`config.mk`:
```
export PLATFORM = sky130hd
export DESIGN_NAME = mult_div_unit
export DESIGN_NICKNAME = d
export VERILOG_FILES = /design/src/rtl/mdu_pkg.sv /design/src/rtl/mdu_step.sv /design/src/rtl/mult_div_unit.sv
export SDC_FILE = /design/constraint.sdc
export NUM_CORES = 1
export LEC_CHECK = 0
export CAP_MARGIN = 20
export CORE_MARGIN = 1
export CORE_UTILIZATION = 38
export CTS_CLUSTER_DIAMETER = 30
export DETAILED_ROUTE_END_ITERATION = 16
export MAX_ROUTING_LAYER = met4
export SLEW_MARGIN = 20
export SYNTH_ARGS = -nofsm -noshare
export SYNTH_HDL_FRONTEND = slang
export SYNTH_SLANG_ARGS = --single-unit
```
`constraint.sdc`:
```
create_clock -name clk -period 4.6 [get_ports clk]
set_input_delay 0.69 -clock clk [delete_from_list [all_inputs] [get_ports clk]]
set_output_delay 0.69 -clock clk [all_outputs]
set_load 0.05 [all_outputs]
```
`src/rtl/mdu_pkg.sv`:
```
// ============================================================================
// Module      : mdu_pkg
// Description : Shared constants for the multiply/divide unit: operand width,
//               operation codes and FSM state encoding.
// Revision    : 1.0 - initial release
// ============================================================================
`default_nettype none

package mdu_pkg;

    localparam int c_WIDTH = 32;

    localparam logic [1:0] c_OP_MULT  = 2'b00;
    localparam logic [1:0] c_OP_MULTU = 2'b01;
    localparam logic [1:0] c_OP_DIV   = 2'b10;
    localparam logic [1:0] c_OP_DIVU  = 2'b11;

    localparam logic [1:0] c_ST_IDLE  = 2'd0;
    localparam logic [1:0] c_ST_CALC  = 2'd1;
    localparam logic [1:0] c_ST_FIXUP = 2'd2;
    localparam logic [1:0] c_ST_DONE  = 2'd3;

endpackage

`default_nettype wire

```
`src/rtl/mdu_step.sv`:
```
// ============================================================================
// Module      : mdu_step
// Description : One radix-2 iteration: shift-add multiply or restoring divide
//               on a 2*WIDTH accumulator.
// Revision    : 1.0 - initial release
// ============================================================================
`default_nettype none

module mdu_step #(
    parameter int WIDTH = 32
) (
    input  logic               is_div,
    input  logic [2*WIDTH-1:0] acc,
    input  logic [WIDTH-1:0]   opnd,
    output logic [2*WIDTH-1:0] acc_next
);

    logic [WIDTH:0]   w_sum;
    logic [WIDTH:0]   w_shl;
    logic [WIDTH-1:0] w_sub;
    logic             w_ge;

    always_comb begin
        w_sum = {1'b0, acc[2*WIDTH-1:WIDTH]} + (acc[0] ? {1'b0, opnd} : '0);
        // Partial remainder after the left shift can need WIDTH+1 bits.
        w_shl = acc[2*WIDTH-1:WIDTH-1];
        w_ge  = (w_shl >= {1'b0, opnd});
        w_sub = w_shl[WIDTH-1:0] - opnd;
        if (is_div) begin
            if (w_ge) begin
                acc_next = {w_sub, acc[WIDTH-2:0], 1'b1};
            end else begin
                acc_next = {w_shl[WIDTH-1:0], acc[WIDTH-2:0], 1'b0};
            end
        end else begin
            acc_next = {w_sum, acc[WIDTH-1:1]};
        end
    end

endmodule

`default_nettype wire

```
`src/rtl/mult_div_unit.sv`:
```
// ============================================================================
// Module      : mult_div_unit
// Description : Iterative 32-cycle MIPS-style MULT/MULTU/DIV/DIVU with HI/LO.
// Revision    : 1.0 - initial release
// ============================================================================
`default_nettype none

module mult_div_unit
    import mdu_pkg::*;
#(
    parameter int WIDTH = c_WIDTH
) (
    input  logic             clk,
    input  logic             rst,
    input  logic             start,
    input  logic [1:0]       op,
    input  logic [WIDTH-1:0] rs_val,
    input  logic [WIDTH-1:0] rt_val,
    input  logic             hi_we,
    input  logic             lo_we,
    input  logic [WIDTH-1:0] wdata,
    output logic             busy,
    output logic             done,
    output logic [WIDTH-1:0] hi,
    output logic [WIDTH-1:0] lo
);

    logic [1:0]         r_state;
    logic [4:0]         r_cnt;
    logic [2*WIDTH-1:0] r_acc;
    logic [WIDTH-1:0]   r_opnd;
    logic [WIDTH-1:0]   r_dividend;
    logic               r_is_div;
    logic               r_neg_res;
    logic               r_neg_rem;
    logic               r_div0;
    logic [WIDTH-1:0]   r_hi;
    logic [WIDTH-1:0]   r_lo;

    logic               w_open;
    logic               w_accept;
    logic               w_signed;
    logic               w_a_neg;
    logic               w_b_neg;
    logic [WIDTH-1:0]   w_a_mag;
    logic [WIDTH-1:0]   w_b_mag;
    logic [2*WIDTH-1:0] w_acc_next;
    logic [2*WIDTH-1:0] w_prod;

    always_comb begin
        w_open   = (r_state == c_ST_IDLE) || (r_state == c_ST_DONE);
        w_accept = start && w_open;
        w_signed = (op == c_OP_MULT) || (op == c_OP_DIV);
        w_a_neg  = w_signed && rs_val[WIDTH-1];
        w_b_neg  = w_signed && rt_val[WIDTH-1];
        w_a_mag  = w_a_neg ? (~rs_val + 1'b1) : rs_val;
        w_b_mag  = w_b_neg ? (~rt_val + 1'b1) : rt_val;
        w_prod   = r_neg_res ? (~r_acc + 1'b1) : r_acc;
    end

    mdu_step #(
        .WIDTH    (WIDTH)
    ) u_step (
        .is_div   (r_is_div),
        .acc      (r_acc),
        .opnd     (r_opnd),
        .acc_next (w_acc_next)
    );

    always_ff @(posedge clk) begin
        if (rst) begin
            r_state    <= c_ST_IDLE;
            r_cnt      <= 5'd0;
            r_acc      <= '0;
            r_opnd     <= '0;
            r_dividend <= '0;
            r_is_div   <= 1'b0;
            r_neg_res  <= 1'b0;
            r_neg_rem  <= 1'b0;
            r_div0     <= 1'b0;
            r_hi       <= '0;
            r_lo       <= '0;
        end else begin
            case (r_state)
                c_ST_CALC: begin
                    r_acc <= w_acc_next;
                    r_cnt <= r_cnt + 5'd1;
                    if (r_cnt == 5'd31) begin
                        r_state <= c_ST_FIXUP;
                    end
                end
                c_ST_FIXUP: begin
                    r_state <= c_ST_DONE;
                    if (r_is_div && r_div0) begin
                        r_hi <= r_dividend;
                        r_lo <= '1;
                    end else if (r_is_div) begin
                        r_lo <= r_neg_res ? (~r_acc[WIDTH-1:0] + 1'b1) : r_acc[WIDTH-1:0];
                        r_hi <= r_neg_rem ? (~r_acc[2*WIDTH-1:WIDTH] + 1'b1)
                                          : r_acc[2*WIDTH-1:WIDTH];
                    end else begin
                        {r_hi, r_lo} <= w_prod;
                    end
                end
                default: begin
                    // IDLE and DONE: a start here wins over any MTHI/MTLO write.
                    if (w_accept) begin
                        r_state    <= c_ST_CALC;
                        r_cnt      <= 5'd0;
                        r_is_div   <= op[1];
                        r_dividend <= rs_val;
                        r_div0     <= (rt_val == '0);
                        r_neg_res  <= w_a_neg ^ w_b_neg;
                        r_neg_rem  <= w_a_neg;
                        if (op[1]) begin
                            r_acc  <= {{WIDTH{1'b0}}, w_a_mag};
                            r_opnd <= w_b_mag;
                        end else begin
                            r_acc  <= {{WIDTH{1'b0}}, w_b_mag};
                            r_opnd <= w_a_mag;
                        end
                    end else begin
                        r_state <= c_ST_IDLE;
                        if (hi_we) begin
                            r_hi <= wdata;
                        end
                        if (lo_we) begin
                            r_lo <= wdata;
                        end
                    end
                end
            endcase
        end
    end

    assign busy = (r_state == c_ST_CALC) || (r_state == c_ST_FIXUP);
    assign done = (r_state == c_ST_DONE);
    assign hi   = r_hi;
    assign lo   = r_lo;

endmodule

`default_nettype wire

```
==> summary.md <==
| Metric | Value |
|---|---|
| Cts repair resizes | `0` |
| Global-route wire length before repair | `100,000 um` |
| Fin. max-slew vios | `0` |
| Post-Syn Nets | `2,386` |
| H-tree lvl count | `2` |
| Final Power | `13.4 mW` |
| Placed cells | `2,793` |
| I/O pin total | `169` |
| HP Class | `flip-flop to flip-flop` |
| Initial drt markers | `1,890` |
| Vias | `17,655` |
| Synth top area share | `25.2%` |
| #FFs+latches synth | `203` |
| Crit path arrival time | `4.23 ns` |
| Starting density of the core | `38.5%` |
| CTS buffer count | `52` |
| # DRC | `0` |
| HP Start | `lo[0]$_SDFFE_PP0P_` |
| Slew margin rel. | `33.4%` |
| CTS Hold Bufs | `0` |
| Horiz. Die Dim | `208 um` |
| Hold Path Sink | `lo[0]$_SDFFE_PP0P_` |
| Pwr/cell area | `666 nW/um^2` |
| # rows | `75` |
| Port Buf Inserts | `168` |
| Period utilization | `82.0%` |
| Top cells by count, synth | `nand2_1 (248), a21oi_1 (246), nor2_1 (246)` |
| Die area | `43,300 sq um` |
| Required time worst endpoint | `5.06 ns` |
| Vias per cell | `6.12` |
| Startpoint types | `flip-flop` |
| Top post-synthesis cells by area | `dfxtp_1 (25%), a21oi_1 (7.6%), nand2_1 (5.8%)` |
| CTS tree | `yes` |
| Area grow syn2layout | `24.6%` |
| CTS root buffer | `clkbuf_16` |
| Fin Clk Skew | `0.0210 ns` |
| Clock Latency Late Sink | `0.58 ns` |
| Main synth FF type | `dfxtp_1` |
| Minimum clock period | `3.77 ns` |
| Post-synth EDFFs | `0` |
| Initial antenna violation count | `0` |
| Final wirelength | `67,300 um` |
| Vias in the first global route | `16,134` |
| RePlAce Congestion | `0.947` |
| # setup viols final | `0` |
| Die Y | `208 um` |
| Hold Vio Cnt, Final | `0` |
| Ys async rst share | `0%` |
| DP Area | `18,200 sq um` |
| Peak supply drop | `507 uV` |
| Crit. Startpoint | `r_acc[32]$_SDFFE_PP0P_` |
| Clock Pin Slew Worst Setup and Hold Paths | `0.05 ns` |
| Synth Area per Inst | `7.32 sq um` |
| 1st-pass router iterations | `5` |
| Setup TNS | `0 ns` |
| Crit Path Max Fanout | `9` |
| Max Cap Violations | `0` |
| R2R Path Start | `r_acc[32]$_SDFFE_PP0P_` |
| Top-count cell post-synth | `nand2_1` |
| Yosys Warn Count | `0` |
| Core footprint | `41,900 sq um` |
| Cell variety after synth | `79` |
| Peak Freq | `0.265 GHz` |
| Layout cell share with drive strength beyond 1 | `8.77%` |
| Non-Filler Instances | `2,887` |
| Worst setup EP type | `flip-flop` |
| R2r endpoint | `r_acc[57]$_SDFFE_PP0P_` |
| DP Worst Slack | `0.755 ns` |
| Post-synth top area cell | `dfxtp_1` |
| Nets | `2,486` |
| Grt total ovfl | `0` |
| Cells after Synth | `2,208` |
| Worst reg-to-reg path cell count | `12` |
| Clock sink total | `203` |
| Clk buf depth | `3` |
| Setup ws final | `0.828 ns` |
| Worst-Margin Slew | `0.996 ns` |
| Detailed Place HPWL | `50,800 um` |
| RSZ-0062 raised after global routing | `false` |
| Mapped Area | `16,200 sq um` |
| Post-synthesis sequential area ratio | `25.2%` |
| Leak Pwr | `7.79 nW` |
| Status | `complete, no violations` |
| Wire per inst | `23.3 um` |
| Post-DRT Antenna Nets | `0` |
| Worst reg2reg setup slack | `0.83 ns` |
| WHS Path Cells | `2` |
| GRT Util Overall | `31.0%` |
| Final instance area | `20,100 sq um` |
| Largest net degree at the start of global routing | `118` |
| Number of diodes | `0` |
| WS Path Type | `flip-flop to flip-flop` |
| Post-CTS setup buffer count | `0` |
-- critical path: stages (launching register included) --
cell	delay, ns
dfxtp_1	0.58
ha_1	0.31
inv_1	0.07
fa_1	0.40
nand2b_1	0.21
a21oi_1	0.27
o2111ai_1	0.23
a21oi_1	0.26
o21ai_0	0.24
a21boi_0	0.48
a21boi_0	0.20
mux2i_1	0.15
a32o_1	0.24
-- through the flow --
stage | hold WS, ns | util, %
detailed placement | 0.444 | 43.5
finish | 0.448 | 48.0
floorplan | 0.432 | -
CTS | 0.450 | 48.0
global route | 0.468 | 48.0
global placement | 0.442 | 43.5
-- power breakdown --
group	internal, mW	switching (mW)	total (mW)
Sequential	2.27	0.661	2.93
Clock	2.79	1.19	3.98
Combinational	2.18	4.32	6.50
Total	7.24	6.17	13.4
-- placed cells by master, fill, tap and decap left out, drive strengths merged, types with 29 or more instances in the layout --
cell type / n
a211oi: 81
a21o: 36
a21oi: 246
buf: 48
clkbuf: 63
clkdlybuf4s50: 166
dfxtp: 203
ha: 73
inv: 61
mux2: 31
nand2: 250
nor2: 246
nor3: 86
o211ai: 30
o21ai: 125
o31ai: 29
xnor2: 99
xor2: 71
-- logic make-up (layout without fill, tap and decap cells) --
| logic type | count (synthesis) | after routing | synth area share [%] |
|---|---|---|---|
| and+or+nand+nor | 749 | 749 | 21.3 |
| AOI/OAI and AO/OA | 728 | 728 | 29.2 |
| buffers and inverters | 228 | 368 | 5.55 |
| DFF | 203 | 203 | 25.2 |
| xor gates and xnor gates | 170 | 170 | 9.22 |
| adders and majority gates | 75 | 75 | 5.90 |
| muxes | 55 | 55 | 3.65 |
-- layout make-up --
| cell class | count | area (sq um) |
|---|---|---|
| clock buffer | 63 | 1460 |
| clock inverter | 31 | 444 |
| fill | 4146 | 21800 |
| inverter | 60 | 225 |
| multi-input combinational | 1777 | 11200 |
| sequential | 203 | 4070 |
| tap | 539 | 674 |
| timing repair buffer | 214 | 2040 |
-- registers in the layout, summed over array words and instances, names as in the netlist --
| signal | cells |
|---|---|
| r_state | 2 |
| r_div0 | 1 |
| r_acc | 64 |
| r_neg_rem | 1 |
| r_is_div | 1 |
| hi | 32 |
| lo | 32 |
| r_opnd | 32 |
| r_neg_res | 1 |
| r_dividend | 32 |
| r_cnt | 5 |
-- per-layer routing --
layer | wire [um] | track usage, % | vias up
met1 | 30600 | 43.1 | 8491
met5 | 0 | - | -
li1 | - | - | 8259
met2 | 28800 | 45.4 | 805
met4 | 2130 | 10.1 | 0
met3 | 5800 | 5.16 | 100
-- worst max-delay path by stage --
stage | to | slack (ns) | cells past startpoint
after floorplan | r_acc[60]$_SDFFE_PP0P_ | 1.45 | 13
after global placement | r_acc[29]$_SDFFE_PP0P_ | 0.85 | 9
after detailed placement | r_acc[29]$_SDFFE_PP0P_ | 0.76 | 9
after CTS | r_acc[57]$_SDFFE_PP0P_ | 0.90 | 12
after global routing | r_acc[57]$_SDFFE_PP0P_ | 0.56 | 12
final | r_acc[57]$_SDFFE_PP0P_ | 0.83 | 12
No activity file was read; power rests on OpenSTA's default activity.
